**src/rtl/param_dispatcher.sv**
```systemverilog
// Parameter loader: routes a stream of (addr, data) words to per-core write ports,
// one registered cycle after acceptance, with auto-advance or explicit core selection.
module param_dispatcher #(
  parameter int unsigned NUM_CORES     = 6,
  parameter int unsigned SKIP_CORE     = 5,
  parameter int unsigned DATA_WIDTH    = 368,
  parameter int unsigned ADDR_WIDTH    = 8,
  parameter int unsigned ROWS_PER_CORE = 256,
  parameter int unsigned AUTO_ADVANCE  = 1
) (
  input  logic                         clk,
  input  logic                         reset_n,
  input  logic                         start,
  input  logic                         in_valid,
  input  logic [ADDR_WIDTH-1:0]        in_addr,
  input  logic [DATA_WIDTH-1:0]        in_data,
  input  logic [$clog2(NUM_CORES)-1:0] core_sel,
  output logic [NUM_CORES-1:0]         out_wen,
  output logic [ADDR_WIDTH-1:0]        out_addr,
  output logic [DATA_WIDTH-1:0]        out_data,
  output logic [$clog2(NUM_CORES)-1:0] cur_core,
  output logic                         core_done,
  output logic                         load_done,
  output logic                         busy,
  output logic                         err_addr,
  output logic                         err_drop
);

  localparam int unsigned CW = $clog2(NUM_CORES);
  localparam logic [CW-1:0] FIRST_SLOT = CW'((SKIP_CORE == 0) ? 1 : 0);
  localparam logic [CW-1:0] LAST_SLOT  =
    CW'((SKIP_CORE == NUM_CORES - 1) ? NUM_CORES - 2 : NUM_CORES - 1);
  localparam logic [ADDR_WIDTH-1:0] LAST_ROW = ADDR_WIDTH'(ROWS_PER_CORE - 1);

  typedef enum logic [1:0] {IDLE, LOAD, DONE} state_t;

  state_t                  state, state_d;
  logic [CW-1:0]           cur_d;
  logic [ADDR_WIDTH-1:0]   row, row_d;
  logic [NUM_CORES-1:0]    wen_d;
  logic [ADDR_WIDTH-1:0]   addr_d;
  logic [DATA_WIDTH-1:0]   data_d;
  logic                    cdone_d, ldone_d, busy_d, eaddr_d, edrop_d;
  logic                    sel_ok_c;

  // Successor slot in auto mode, stepping over the output-bus slot.
  function automatic logic [CW-1:0] next_slot(input logic [CW-1:0] c);
    logic [CW-1:0] n;
    n = c + CW'(1);
    if (32'(n) == SKIP_CORE) n = n + CW'(1);
    return n;
  endfunction

  assign sel_ok_c = (32'(core_sel) < NUM_CORES) && (32'(core_sel) != SKIP_CORE);

  always_comb begin
    state_d = state;
    cur_d   = cur_core;
    row_d   = row;
    wen_d   = '0;
    addr_d  = out_addr;
    data_d  = out_data;
    cdone_d = 1'b0;
    ldone_d = load_done;
    eaddr_d = err_addr;
    edrop_d = err_drop;
    if (start) begin
      // Restart clears errors, except a word arriving in this very cycle is a fresh drop.
      state_d = LOAD;
      cur_d   = FIRST_SLOT;
      row_d   = '0;
      ldone_d = 1'b0;
      eaddr_d = 1'b0;
      edrop_d = in_valid;
    end else if (state == LOAD && in_valid) begin
      if (AUTO_ADVANCE != 0) begin
        wen_d  = NUM_CORES'(1) << cur_core;
        addr_d = in_addr;
        data_d = in_data;
        if (in_addr != row) eaddr_d = 1'b1;
        if (row == LAST_ROW) begin
          cdone_d = 1'b1;
          row_d   = '0;
          if (cur_core == LAST_SLOT) begin
            state_d = DONE;
            ldone_d = 1'b1;
          end else begin
            cur_d = next_slot(cur_core);
          end
        end else begin
          row_d = row + ADDR_WIDTH'(1);
        end
      end else if (sel_ok_c) begin
        wen_d  = NUM_CORES'(1) << core_sel;
        cur_d  = core_sel;
        addr_d = in_addr;
        data_d = in_data;
        if (in_addr == LAST_ROW) begin
          cdone_d = 1'b1;
          if (core_sel == LAST_SLOT) begin
            state_d = DONE;
            ldone_d = 1'b1;
          end
        end
      end else begin
        edrop_d = 1'b1;
      end
    end else if (in_valid) begin
      edrop_d = 1'b1;
    end
    busy_d = (state_d == LOAD);
  end

  always_ff @(posedge clk or negedge reset_n) begin
    if (!reset_n) begin
      state     <= IDLE;
      cur_core  <= '0;
      row       <= '0;
      out_wen   <= '0;
      out_addr  <= '0;
      out_data  <= '0;
      core_done <= 1'b0;
      load_done <= 1'b0;
      busy      <= 1'b0;
      err_addr  <= 1'b0;
      err_drop  <= 1'b0;
    end else begin
      state     <= state_d;
      cur_core  <= cur_d;
      row       <= row_d;
      out_wen   <= wen_d;
      out_addr  <= addr_d;
      out_data  <= data_d;
      core_done <= cdone_d;
      load_done <= ldone_d;
      busy      <= busy_d;
      err_addr  <= eaddr_d;
      err_drop  <= edrop_d;
    end
  end

endmodule

```
**config.mk**
```make
export PLATFORM = sky130hd
export DESIGN_NAME = param_dispatcher
export DESIGN_NICKNAME = d
export VERILOG_FILES = /design/src/rtl/param_dispatcher.sv
export SDC_FILE = /design/constraint.sdc
export NUM_CORES = 1
export LEC_CHECK = 0
export CORE_AREA = 10 10 292 294
export DETAILED_ROUTE_END_ITERATION = 10
export DIE_AREA = 0 0 302 304
export PLACE_DENSITY = 0.5
export RECOVER_POWER = 50
export SYNTH_ARGS = -nofsm -noshare
export SYNTH_HDL_FRONTEND = slang
export SYNTH_SLANG_ARGS = --single-unit
```
**constraint.sdc**
```tcl
create_clock -name clk -period 2.4 [get_ports clk]
set_input_delay 0.48 -clock clk [delete_from_list [all_inputs] [get_ports clk]]
set_output_delay 0.48 -clock clk [all_outputs]
set_load 0.005 [all_outputs]
```
**Word level (Yosys, flattened, before mapping)**

Index checks and enable logic that the tools add are counted.

- Logic and storage cells: 62
- Latch bits: 0
- Bits in writable memories: 0
- ROM bits: 0
- Register bits after elaboration: 400
- Memories: 0
- Output and inout port bits: 390
- Input bits: 383

- $add $sub $neg: 3
- Reductions and logical operators: 11
- Bitwise operators: 1
- Magnitude comparators: 0
- Div/mod/pow operators: 0
- $mul: 0
- Shift-type cells: 1
- Equal/unequal tests: 8
- Muxes and demuxes: 27

Operators with widths:

| operator | number |
|---|---|
| 8-bit 2-to-1 mux | 3 |
| 3-bit 2-to-1 mux | 5 |
| 1-bit 2-to-1 mux | 13 |
| 6-bit 2-to-1 mux | 2 |
| 2-bit nonzero test | 5 |
| 8-bit by 1-bit adder with 8-bit output (second input constant) | 1 |
| 8-bit == test (second input constant) | 1 |
| 2-bit 2-to-1 mux | 4 |
| 8-bit inequality test | 1 |
| 3-bit by 1-bit adder with 3-bit output (second input constant) | 2 |
| 3-bit == test (second input constant) | 2 |
| 2-bit AND reduction | 3 |
| 3-bit AND reduction | 2 |
| 1-bit by 3-bit left shift with 6-bit output (first input constant) | 1 |
| 2-bit by 1-bit == test with 1-bit output (second input constant) | 2 |
| 2-bit inequality test (second input constant) | 2 |
| 1-bit logical AND | 1 |
| 1-bit inverter | 1 |

**Depth between registers and ports, before layout**

Gate-level depths: netlist of the first run.

- Word-level depth: 7
- Mapped depth: 7
- Gate-level depth less buffers: 6

**Worst setup path before layout of the first run**

No wires, ideal clock.

- Path kind: register -> register
- Start: register cur_core[0]
- End: register cur_core[0]
- Cell stages (with the launch flop): 7
- Library setup time: 120 ps
- Period minus slack after synthesis: 1703 ps
- Path buffers: 0
- Slack: 697 ps
- Arrival time: 1583 ps
- Path through: dfrtp_1 > inv_1 > ha_1 > and2_1 > nor4_1 > a211oi_1 > a31o_2

- Word-level cells in the longest chain between the ends: 7
- Elaborated cells between the ends (all ways): 11
- Classes of those cells: add/sub (2); eq/ne (3); mux (5); reduce/logical (1)

RTL lines:

| what | RTL line | source |
|---|---|---|
| start, declared | 21 | `output logic [$clog2(NUM_CORES)-1:0] cur_core,` |
| start signal, assigned | 129 | `cur_core <= cur_d;` |
| 3-bit by 1-bit adder with 3-bit output | 49 | `n = c + CW'(1);` |
| 3-bit by 1-bit adder with 3-bit output / 3-bit == test (equally long branches) | 50 | `if (32'(n) == SKIP_CORE) n = n + CW'(1);` |
| 3-bit 2-to-1 mux | 50 |  |
| 3-bit 2-to-1 mux | 84 | `if (cur_core == LAST_SLOT) begin` |
| 3-bit 2-to-1 mux | 81 | `if (row == LAST_ROW) begin` |
| 3-bit 2-to-1 mux | 75 | `end else if (state == LOAD && in_valid) begin` |
| 3-bit 2-to-1 mux | 67 | `if (start) begin` |

Parallel ways exist; a longest one is shown, timed or not. The select of a mux whose other input is x is not followed.
A chain may end at the register's enable or synchronous reset.

**Worst setup path in the final report of the first run**

- Start: input port start
- End: register out_data[53]

- Word-level cells in the longest chain between the ends: 2

RTL lines:

| what | RTL line | source |
|---|---|---|
| start, declared | 13 | `input logic start,` |
| 1-bit inverter (no source line) | - |  |
| 2-bit AND reduction (no source line) | - |  |
| end signal, assigned | 133 | `out_data <= data_d;` |
| end, declared | 20 | `output logic [DATA_WIDTH-1:0] out_data,` |

Every way passes these cells.

==> reports/results.ini, run 1 <==
[synth]
seq_area_frac_synth_pct = 65.42
synth_edf_count = 0
synthesis.area_um2 = 15300
synth-main-ff-cell = sky130_fd_sc_hd__dfrtp_1
flop_and_latch_count_out_of_synthesis = 400
syn-mean-instance-area_um2 = 8.985
synth_warnings = 0
synthCells = 1703
synth_fp_nets = 2094
synth.lib_cells_used.distinct = 34
synthArstFlopShare_pct = 100.0

[placement]
place.detailed.hpwl_um = 52060
placed_cells = 3502
portBuffers = 769
detailedPlace.worstSlack_ns = 0.09055
gp_congestion = 0.8251

[worst_hold_path]
hold_class = in2reg
hold_path_depth = 3

[floorplan]
starting_density_of_the_core_pct = 19.21
rows = 104
area_of_the_die_um2 = 91810
die-width_um = 302
floorplan.die.height_um = 304
core_region_area_um2 = 79640
io-pin-count = 773

[detailed_routing]
drt-initial-drc-count = 625
post_drt_wl_per_cell_um = 18.46
vias_after_detailed_routing = 14100
drt_pre_antenna_iters = 5
route.antenna.remaining_nets = 0
post_drt_via_cell_ratio = 3.921
drt_drc_violations_left = 0
wirelength_um = 66360

[finish]
final-instance-count-excl-fill = 3595
most-common-layout-cells = sky130_fd_sc_hd__nand2_1, sky130_fd_sc_hd__clkdlybuf4s50_1, sky130_fd_sc_hd__dfrtp_1
final-seq-area_um2 = 10010
fill_cells = 8231
area_growth_syn_to_layout_pct = 70.38
drive_gt1_share_pct = 4.664
layout_commonest_cell = sky130_fd_sc_hd__nand2_1
design.final.nets = 2884
multi_input_area_um2 = 4868

[timing]
finalClockSkew_ns = 0.008377
setup_viol = 0
final_max_slew_viol_count = 0
rsz0062_at_grt = no
tightest_slew_ns = 1.213
timing.final.crit_period_ns = 2.214
max_slew_headroom_at_the_worst_pin_pct = 19.15
layout_worst_path_cycle_share_pct = 92.23
final.setup.tns_ns = 0
fmax_ghz = 0.4518
final_worst_slack_ns = 0.1865
final-hold-violation-count = 0

[clocking]
post_cts_repair_setup_buffers = 0
htreeDepth = 2
cts_buffer_depth = 3
postCtsHoldBufs = 1
clock_tree_from_tritoncts = done
cts-resized-gates = 0
tritoncts_num_sinks = 400
latest_clock_arrival_within_the_worst_skew_pair_ns = 0.56
root_buffer = sky130_fd_sc_hd__clkbuf_16
numCtsBuffers = 48
cts.clk_slew.worst_paths_ns = 0.06

[grt]
grt-ovfl-total = 0
number_of_global_route_vias_before_repair = 14870
grt_antenna_before_repair = 6
global_route_wire_length_before_repair_um = 96700
grt_util_all_layers_pct = 13.74
grt_start_max_net_pins = 69

[setup_path]
worstSetupPathType = in2reg
worst-r2r-cell-count = 6
timing.critical_path.fanout_max = 32
worst-endpoint-arrival_ns = 2.71
worstSetupStartpointType = input pin
crit_required_ns = 2.90
setup.worst_path.end_class = register

[pwr]
cellInternalPower_w = 0.01446
design_power_total_w = 0.01947
p_sw_share_pct = 25.72
share_clk_of_total_power_pct = 37.8
p_sw_w = 0.005008
cellPowerDensity_nw_per_um2 = 746.9
seq_power_share_pct = 41.5
leakagePower_nw = 12.54
ir_drop_mv = 0.3962
power.share.combinational_pct = 20.7

[flow_run]
cap_viol_max_count = 0

[status]
status = complete, no violations

==> critical path, stage by stage <==
cell and delay [ns]:
sky130_fd_sc_hd__dlygate4sd3_1 0.60, sky130_fd_sc_hd__clkbuf_1 0.26, sky130_fd_sc_hd__nor2_1 0.39, sky130_fd_sc_hd__buf_12 0.26, sky130_fd_sc_hd__clkbuf_1 0.41, sky130_fd_sc_hd__nand2_1 0.19, sky130_fd_sc_hd__nand2_1 0.09
==> per-stage QoR <==
step | utilization, % | hold WS (ns) | area [µm²]
after floorplan | - | 0.1844 | 15300
after global placement | 30.88 | 0.4585 | 24590
after detailed placement | 30.88 | 0.4610 | 24590
after CTS | 32.90 | 0.3830 | 26200
after global routing | 32.74 | 0.4160 | 26070
final | 32.74 | 0.4414 | 26070
==> synthesized netlist by cell type (all sizes together) (2+ instances only) <==
library cell,instances,area (µm²)
or3,3,18.77
nand3,4,20.02
nand2,1133,4255
buf,74,369.1
a31o,2,17.52
xor2,13,113.9
nor2,11,41.29
nor4,4,40.04
o2111ai,2,35.04
o21ai,2,10.01
a21oi,7,35.03
a21o,2,15.01
dfrtp,400,10010
inv,6,22.52
and3,7,43.79
nand4,3,18.77
clkbuf,12,45.04
ha,8,100.1
==> registers in the layout, indices dropped and copies added, names as in the netlist <==
signal / cells
out_data: 368
err_addr: 1
out_addr: 8
core_done: 1
state: 2
cur_core: 3
err_drop: 1
busy: 1
out_wen: 6
load_done: 1
row: 8
==> path summary, 6_finish.rpt <==
check                           slack (ns)                        end                       from
worst max register to register        0.37    cur_core[0]$_DFFE_PN0P_    cur_core[0]$_DFFE_PN0P_
worst min-delay path                  0.44   out_data[56]$_DFFE_PN0P_                in_data[56]
worst min register to register        0.47  out_data[123]$_DFFE_PN0P_  out_data[123]$_DFFE_PN0P_
worst max-delay path                  0.19   out_data[53]$_DFFE_PN0P_                      start
max in group asynchronous             0.47  out_data[198]$_DFFE_PN0P_                    reset_n
min in group asynchronous             0.45  out_data[132]$_DFFE_PN0P_                    reset_n
==> cell families after synthesis <==
family	Yosys count	share of synthesized area [%]
and+or+nand+nor	1170	29.32
xor gates and xnor gates	13	0.7441
buffers and inverters	92	2.854
muxes	1	0.06542
adders and majority gates	8	0.6542
AOI/OAI and AO/OA	19	0.9486
DFF	400	65.42
==> routing by layer <==
layer | GRT usage (%) | wire length (µm) | vias up
met5 | 0 | 17 | -
met4 | 4.284 | 1865 | 2
met3 | 5.553 | 6658 | 92
met2 | 24.92 | 34000 | 521
met1 | 14.18 | 23820 | 6736
li1 | - | - | 6744
==> power groups by stage <==
stage                     clock network, W  registers (W)  logic (W)
after floorplan                          0        0.00822   0.000884
after global placement                   0        0.00816    0.00412
after detailed placement                 0        0.00819    0.00414
after CTS                          0.00765        0.00809    0.00416
after global routing               0.00790        0.00819    0.00439
final                              0.00736        0.00808    0.00403
==> final cells by class <==
type	instances	area share [%]
tap	1060	5.087
clock inverter	9	0.4607
antenna	5	0.04799
multi-input combinational	1211	18.67
timing repair buffer	826	31.59
inverter	6	0.08639
clock buffer	78	5.658
sequential	400	38.40
Note: power is estimated with default switching activity, not from simulation.
==> run 2, diff against run 1 <==
--- a/config.mk
+++ b/config.mk
@@ -5,10 +5,12 @@
 export SDC_FILE = /design/constraint.sdc
 export NUM_CORES = 1
 export LEC_CHECK = 0
-export CORE_AREA = 10 10 292 294
+export CELL_PAD_IN_SITES_DETAIL_PLACEMENT = 0
+export CELL_PAD_IN_SITES_GLOBAL_PLACEMENT = 1
+export CORE_AREA = 10 10 294 296
 export DETAILED_ROUTE_END_ITERATION = 10
-export DIE_AREA = 0 0 302 304
-export PLACE_DENSITY = 0.5
+export DIE_AREA = 0 0 304 306
+export PLACE_DENSITY = 0.62
 export RECOVER_POWER = 50
 export SYNTH_ARGS = -nofsm -noshare
 export SYNTH_HDL_FRONTEND = slang
==> run 2 against run 1 <==
  * Clock-buffer cell count decreased by 6
  * Flip-flop and latch count unchanged
  * Utilization is 0.30 points lower
  * Global-route usage is 0.10 points higher
  * Highest routed layer unchanged
  * Largest power group unchanged
  * Power increased by 0.47%
  * Routed wire length rose by 1.1%
  * Clock power grew 1%
  * First-iteration DRC count grew 5.0%
  * Largest cell class unchanged
  * Combinational power is essentially flat
  * Setup slack gained 0.085 ns
  * Die area increased by 1.3%
  * Non-clock buffer count unchanged
  * Critical path type unchanged
==> reports/results.ini, run 2 (synthesized netlist as in run 1, its figures left out) <==
[setup_path]
worst-r2r-cell-count = 6
cell_by_cell_listing_of_the_critical_path = dlygate4sd3_1 -> inv_1 -> nand2_8 -> clkbuf_2 -> clkbuf_2 -> nand2_1 -> nand2_1
setup.worst_path.end_class = register
crit_required_ns = 2.91
slowest_delay_ns = 0.68
critPathLaunch = start
slowest_stage = sky130_fd_sc_hd__dlygate4sd3_1
crit-reg2reg-launch = state[0]$_DFF_PN0_
reg2reg_setup_slack_ns = 0.31
worstSetupPathType = in2reg
worst-endpoint-arrival_ns = 2.64
worstSetupStartpointType = input pin
timing.critical_path.fanout_max = 33
rr_endpoint = out_data[11]$_DFFE_PN0P_
endpoint = out_data[11]$_DFFE_PN0P_

[placement]
portBuffers = 769
placed_cells = 3502
place.detailed.hpwl_um = 52490
gp_congestion = 0.8599

[grt]
grt_start_max_net_pins = 70
global_route_wire_length_before_repair_um = 100100
grt_antenna_before_repair = 4
grt-ovfl-total = 0
number_of_global_route_vias_before_repair = 14670
grt_util_all_layers_pct = 13.84

[finish]
final-seq-area_um2 = 10010
drive_gt1_share_pct = 4.587
fill_cells = 8289
area_growth_syn_to_layout_pct = 70.21
layout_commonest_cell = sky130_fd_sc_hd__nand2_1
max_flop_register = out_data
multi_input_area_um2 = 4876
largest_registers = out_data (368), out_addr (8), row (8)
design.final.nets = 2884
number_of_flip_flops_under_the_largest_register_name = 368
most-common-layout-cells = sky130_fd_sc_hd__nand2_1, sky130_fd_sc_hd__clkdlybuf4s50_1, sky130_fd_sc_hd__dfrtp_1
final-instance-count-excl-fill = 3592

[clocking]
numCtsBuffers = 48
clock_tree_from_tritoncts = done
root_buffer = sky130_fd_sc_hd__clkbuf_16
cts_buffer_depth = 3
postCtsHoldBufs = 1
cts-resized-gates = 0
tritoncts_num_sinks = 400
htreeDepth = 2
cts.clk_slew.worst_paths_ns = 0.07
latest_clock_arrival_within_the_worst_skew_pair_ns = 0.59
post_cts_repair_setup_buffers = 0

[floorplan]
floorplan.die.height_um = 306
area_of_the_die_um2 = 93020
die-width_um = 304
io-pin-count = 773
starting_density_of_the_core_pct = 19.06
rows = 104
core_region_area_um2 = 80290

[detailed_routing]
drt_pre_antenna_iters = 5
route.antenna.remaining_nets = 0
post_drt_via_cell_ratio = 3.909
vias_after_detailed_routing = 14040
post_drt_wl_per_cell_um = 18.67
drt_drc_violations_left = 0
drt-initial-drc-count = 656
wirelength_um = 67080

[timing]
rsz0062_at_grt = no
final_max_slew_viol_count = 0
final-hold-violation-count = 0
setup_viol = 0
final.setup.tns_ns = 0
tightest_slew_ns = 1.164
layout_worst_path_cycle_share_pct = 88.70
finalClockSkew_ns = 0.03078
timing.final.crit_period_ns = 2.129
max_slew_headroom_at_the_worst_pin_pct = 22.37
fmax_ghz = 0.4698

[pwr]
leakagePower_nw = 12.52
cellPowerDensity_nw_per_um2 = 751.2
ir_drop_mv = 0.4127

[flow_run]
cap_viol_max_count = 0

[status]
status = complete, no violations

[worst_hold_path]
hold_class = in2reg

run 2: cell count changes in the layout (fill, tap and decap cells not counted), sizes merged:
| cell | before | now |
|---|---|---|
| inv | 6 | 7 |
| buf | 34 | 29 |
| diode | 5 | 3 |
| clkinv | 6 | 8 |
| bufinv | 3 | 5 |
| clkbuf | 101 | 100 |
run 2: metal layers:
metal / global-route usage (%) / part of all wire (%)
met1: 14.79 / 36
met2: 25.51 / 53
met3: 5.005 / 8.5
met4: 3.415 / 2.0
met5: 0 / 0.019
run 2: how the worst min path moves through the flow:
stage	endpoint	start	depth (start not counted)
finish	out_data[193]$_DFFE_PN0P_	in_data[193]	3
CTS	out_data[193]$_DFFE_PN0P_	in_data[193]	3
global placement	out_wen[1]$_DFF_PN0_	reset_n	1
floorplan	busy$_DFF_PN0_	reset_n	0
detailed placement	out_wen[2]$_DFF_PN0_	reset_n	1
global route	out_data[305]$_DFFE_PN0P_	in_data[305]	3
run 2: power by group:
group	internal [W]	switching (W)
Clock	0.00446	0.00300
Combinational	0.00237	0.00166
Sequential	0.00760	0.000470
run 2: critical path, delay by kind of cell:
family / cells / cell delay (ns)
AND/OR/NAND/NOR: 3 / 0.23
buffers and inverters: 4 / 1.90
run 2: area by class of cell:
| type | count | share of cell area (%) |
|---|---|---|
| flip-flops and latches | 400 | 38.43 |
| repair buffers | 826 | 31.52 |
| multi-input cells | 1211 | 18.72 |
| clock buffers | 72 | 5.227 |
| well taps | 1060 | 5.092 |
| clock inverters | 14 | 0.8936 |
| inverters | 6 | 0.08648 |
| diodes | 3 | 0.02883 |
run 2: per-stage QoR:
stage | area [µm²] | hold slack, ns | setup WS, ns | total power, W | util, %
finish | 26040 | 0.4111 | 0.2713 | 0.01956 | 32.44
global route | 26040 | 0.3957 | 0.1043 | 0.02059 | 32.44
CTS | 26200 | 0.3546 | 0.2351 | 0.02000 | 32.63
detailed placement | 24590 | 0.4590 | 0.1325 | 0.01234 | 30.63
global placement | 24590 | 0.4475 | 0.1520 | 0.01229 | 30.63
floorplan | 15300 | 0.1844 | 0.6967 | 0.009109 | -
